### src/rtl/nsc8_control_sequencer.sv
// NSC-8 fetch/decode/execute sequencer.
// Owns IR and decodes every bus strobe from state and opcode.
module nsc8_control_sequencer #(
  parameter int X = 8
) (
  input  logic         clk,
  input  logic         clear,
  input  logic [X-1:0] bus_in,
  input  logic         zero_flag,
  output logic [X-1:0] ir_operand,
  output logic         pc_out_en,
  output logic         pc_inc,
  output logic         pc_load,
  output logic         mar_load,
  output logic         ram_out_en,
  output logic         ram_write,
  output logic         ir_out_en,
  output logic         load_a,
  output logic         load_immediate_a,
  output logic         a_out_en,
  output logic         b_load,
  output logic         alu_sub,
  output logic         alu_out_en,
  output logic         flags_load,
  output logic         halted,
  output logic [2:0]   t_state
);

  localparam int H = X / 2;

  localparam logic [H-1:0] OP_LDA = H'(1);
  localparam logic [H-1:0] OP_ADD = H'(2);
  localparam logic [H-1:0] OP_SUB = H'(3);
  localparam logic [H-1:0] OP_STA = H'(4);
  localparam logic [H-1:0] OP_LDI = H'(5);
  localparam logic [H-1:0] OP_JMP = H'(6);
  localparam logic [H-1:0] OP_JZ  = H'(7);
  localparam logic [H-1:0] OP_HLT = H'(15);

  typedef enum logic [2:0] {
    S_T0   = 3'd0,
    S_T1   = 3'd1,
    S_T2   = 3'd2,
    S_T3   = 3'd3,
    S_T4   = 3'd4,
    S_HALT = 3'd7
  } state_t;

  typedef struct packed {
    logic pc_out_en;
    logic pc_inc;
    logic pc_load;
    logic mar_load;
    logic ram_out_en;
    logic ram_write;
    logic ir_out_en;
    logic load_a;
    logic load_immediate_a;
    logic a_out_en;
    logic b_load;
    logic alu_sub;
    logic alu_out_en;
    logic flags_load;
  } ctrl_t;

  state_t       state, state_nxt;
  logic [X-1:0] ir;
  logic [H-1:0] opcode;
  logic         is_sub;
  ctrl_t        c, c_out;

  assign opcode = ir[X-1:H];
  assign is_sub = (opcode == OP_SUB);

  always_ff @(posedge clk) begin
    if (clear) begin
      state <= S_T0;
      ir    <= '0;
    end else begin
      state <= state_nxt;
      if (state == S_T1)
        ir <= bus_in;
    end
  end

  always_comb begin
    c         = '0;
    state_nxt = state;
    unique case (state)
      S_T0: begin
        c.pc_out_en = 1'b1;
        c.mar_load  = 1'b1;
        state_nxt   = S_T1;
      end
      S_T1: begin
        c.ram_out_en = 1'b1;
        c.pc_inc     = 1'b1;
        state_nxt    = S_T2;
      end
      S_T2: begin
        state_nxt = S_T0;
        case (opcode)
          OP_LDA, OP_ADD, OP_SUB, OP_STA: begin
            c.ir_out_en = 1'b1;
            c.mar_load  = 1'b1;
            state_nxt   = S_T3;
          end
          OP_LDI: begin
            c.ir_out_en        = 1'b1;
            c.load_immediate_a = 1'b1;
          end
          OP_JMP: begin
            c.ir_out_en = 1'b1;
            c.pc_load   = 1'b1;
          end
          OP_JZ: begin
            c.ir_out_en = zero_flag;
            c.pc_load   = zero_flag;
          end
          OP_HLT: state_nxt = S_HALT;
          default: ;
        endcase
      end
      S_T3: begin
        state_nxt = S_T0;
        case (opcode)
          OP_LDA: begin
            c.ram_out_en = 1'b1;
            c.load_a     = 1'b1;
          end
          OP_ADD, OP_SUB: begin
            c.ram_out_en = 1'b1;
            c.b_load     = 1'b1;
            c.alu_sub    = is_sub;
            state_nxt    = S_T4;
          end
          OP_STA: begin
            c.a_out_en  = 1'b1;
            c.ram_write = 1'b1;
          end
          default: ;
        endcase
      end
      S_T4: begin
        c.alu_out_en = 1'b1;
        c.load_a     = 1'b1;
        c.flags_load = 1'b1;
        c.alu_sub    = is_sub;
        state_nxt    = S_T0;
      end
      S_HALT: state_nxt = S_HALT;
      default: state_nxt = S_T0;
    endcase
  end

  // Clear silences every strobe so nothing fights on the bus
  assign c_out = clear ? '0 : c;

  assign pc_out_en        = c_out.pc_out_en;
  assign pc_inc           = c_out.pc_inc;
  assign pc_load          = c_out.pc_load;
  assign mar_load         = c_out.mar_load;
  assign ram_out_en       = c_out.ram_out_en;
  assign ram_write        = c_out.ram_write;
  assign ir_out_en        = c_out.ir_out_en;
  assign load_a           = c_out.load_a;
  assign load_immediate_a = c_out.load_immediate_a;
  assign a_out_en         = c_out.a_out_en;
  assign b_load           = c_out.b_load;
  assign alu_sub          = c_out.alu_sub;
  assign alu_out_en       = c_out.alu_out_en;
  assign flags_load       = c_out.flags_load;

  assign ir_operand = {{(X-H){1'b0}}, ir[H-1:0]};
  assign halted     = (state == S_HALT);
  assign t_state    = state;

endmodule

### config.mk
export PLATFORM = sky130hd
export DESIGN_NAME = nsc8_control_sequencer
export DESIGN_NICKNAME = d
export VERILOG_FILES = /design/src/rtl/nsc8_control_sequencer.sv
export SDC_FILE = /design/constraint.sdc
export NUM_CORES = 1
export LEC_CHECK = 0
export CAP_MARGIN = 20
export CORE_UTILIZATION = 35
export DETAILED_ROUTE_END_ITERATION = 10
export HOLD_SLACK_MARGIN = 0.06
export PLACE_DENSITY = 0.86
export SLEW_MARGIN = 20
export SYNTH_ARGS = -nofsm -noshare
export SYNTH_HDL_FRONTEND = slang
export SYNTH_SLANG_ARGS = --single-unit
### constraint.sdc
create_clock -name clk -period 1.4 [get_ports clk]
set_input_delay 0.28 -clock clk [delete_from_list [all_inputs] [get_ports clk]]
set_output_delay 0.28 -clock clk [all_outputs]
set_load 0.1 [all_outputs]
==> results.tsv <==
metric	value	unit
Mapped Cells	105	
hold-critical path depth	2	
WHS Endpoint	ir[2]	
Initial Utilization	37.94	%
first-pass GRT wire length	5.513	mm
flops & latches, synth	11	
worst vdd ir	0.0009465	V
R2R setup slack	-0.08	ns
GRT busiest layer	met2	
cell family with the largest share of critical-path delay	simple AND/OR/NAND/NOR gates	
antenna-violating nets left	0	
Clock transition at path regs	0.08	ns
slowest CP cell	or4_4	
M1 GR Usage	31.74	%
Clock Skew	0.01382	ns
Critical Path Start Type	flop	
initial DRC count	39	
top-area cell type share of the netlist area	29.00	%
num ports	37	
final setup vio count	18	
launch point of the worst hold path	ir[2]	
CTS H-tree lvls	1	
critical path fanouts, max	4	
row count	16	
Crit path largest cell delay	0.54	ns
utilization after layout	90.63	%
Area Overhead vs Synth	138.9	%
status	finished, violations left	
RD Place Congestion	0.8059	
Fmax achieved	512.8	MHz
Remaining DRCs	0	
WL/cell	20.41	um
clk buf depth	2	
synthesized area per cell	7.233	um^2
port bufs	32	
router iterations before antenna repair	4	
post-synthesis sequential area ratio	29.00	%
top cells by area, synth	dfxtp_1, buf_4, o21ai_0	
commonest non-fill, non-tap cell in the layout	buf_12	
final net count	169	
cell area after synthesis	759.5	um^2
layout cells sized above 1	57.96	%
Overflow after GRT	0	
crit path kind	reg2out	
Synth area leader	dfxtp_1	
Netlist cell types	32	
CTS buffer count	3	
vias per inst	5.853	
count of final hold-check violations	0	
Core ar.	2002	um^2
reg2reg path depth	5	
CP endpoint kind	primary output	
die area	2360	um^2
Chip Height	48.58	um
Total Routing Usage GR	31.46	%
vias in the first global route	1114	
critical path arrival	1.67	ns
most frequent cells in the layout	buf_12, buf_4, nand2_1	
critical path required time	1.12	ns
CP bufs+invs	1	
Max-Cap Viols	0	
CTS tree	yes	
GRT met3 Usage	6.604	%
antenna violations before repair	0	
fin cells	184	
pin count of the biggest net entering global routing	17	
clk_lat worst skew	0.28	ns
post-route setup slack	-0.5500	ns
vias	1077	
RSZ-0062 raised after global routing	yes	
r2r startpoint	t_state[1]	
period utilisation layout	139.3	%
failing checks	setup timing	
Die X	48.58	um
Tightest Hold Check Type	reg2reg	
setup TNS	-7.160	ns
Yosys warnings	0	
Routed WL	3.755	mm
Power Density	820.6	nW/um^2
clock root buffer	clkbuf_4	
HPWL Detailed	1.875	mm
fin crit period	1.950	ns
Leakage	0.0007047	uW
met2 global-route usage	57.75	%
Post-Place Cells	168	
n_diodes	0	
Num Clock Sinks	11	
Hold Slack	0.5293	ns
crit-path cells	nand2b_4 > or4_4 > nor3_4 > buf_12	
fin. max-slew vios	0	
worst reg2reg endpoint	ir[6]	
==> flip-flops by register name, summed over array words and instances, names as in the netlist <==
signal and cells:
ir 8, t_state 3
==> layout make-up <==
class	instances	area (um^2)
Inverter	2	11.26
Timing Repair Buffer	65	863.3
Multi-Input combinational cell	75	635.6
Fill cell	86	187.7
Tap cell	27	33.78
Sequential cell	11	244.0
Clock buffer	4	26.28
==> synth_stat cells, drive strengths merged <==
library cell	number
a2111oi	1
a21oi	9
a311oi	1
a31oi	2
and3	2
and3b	1
buf	13
clkbuf	7
conb	1
dfxtp	11
inv	2
nand2	11
nand2b	4
nand3	2
nand3b	1
nand4	1
nor2	7
nor2b	1
nor3	3
nor3b	3
nor4	1
nor4b	2
o211a	1
o211ai	1
o21ai	11
o221ai	1
or2	1
or3	2
or4	1
or4b	1
==> power breakdown <==
part           internal [uW]  total (uW)  switching (uW)
Sequential               338         379            41.4
Clock                    111         225             115
Combinational            368         884             517
==> routing by layer <==
metal  share of wire, %  vias to the layer above
met4                5.1                        0
met5                  0                        -
met3                6.5                       25
met1                 35                      512
li1                   -                      464
met2                 53                       76
==> per-stage QoR <==
step	area, um^2	setup slack, ns	total power, uW
finish	1814	-0.5500	1489
global route	1814	-0.5731	1539
CTS	1742	-0.5461	1395
detailed placement	1540	-0.5992	1089
global placement	1540	-0.5820	1069
floorplan	998.5	-1.080	866.0
==> tightest hold or removal path, cell delays in order, from the launching register on <==
cell     delay [ns]
dfxtp_1        0.33
o21ai_0        0.08
a21oi_1        0.07
==> cells by family after synthesis <==
| kind of cell | Yosys count | synth area share, % |
|---|---|---|
| buffers and inverters | 22 | 16.64 |
| other | 1 | 0.4938 |
| flip-flops | 11 | 28.99 |
| AND/OR/NAND/NOR | 44 | 32.46 |
| AO/OA/AOI/OAI | 27 | 21.42 |
==> worst max path at each step <==
stage               slack, ns        from                to  cells after the start
floorplan               -1.08  t_state[1]        flags_load                      4
global placement        -0.58       clear  load_immediate_a                      5
detailed placement      -0.60       clear  load_immediate_a                      5
CTS                     -0.55  t_state[1]  load_immediate_a                      4
global route            -0.57  t_state[1]  load_immediate_a                      4
finish                  -0.55  t_state[1]  load_immediate_a                      4
==> timing repair <==
item,in CTS,in global routing
cloned,1,0
endpoints found under the setup margin,17,20
pin swaps,12,9
hold buffers,0,0
gates resized for setup,27,10
hold endpoints to repair,0,0
buffers inserted,7,5
(Power assumes the default switching activity.)
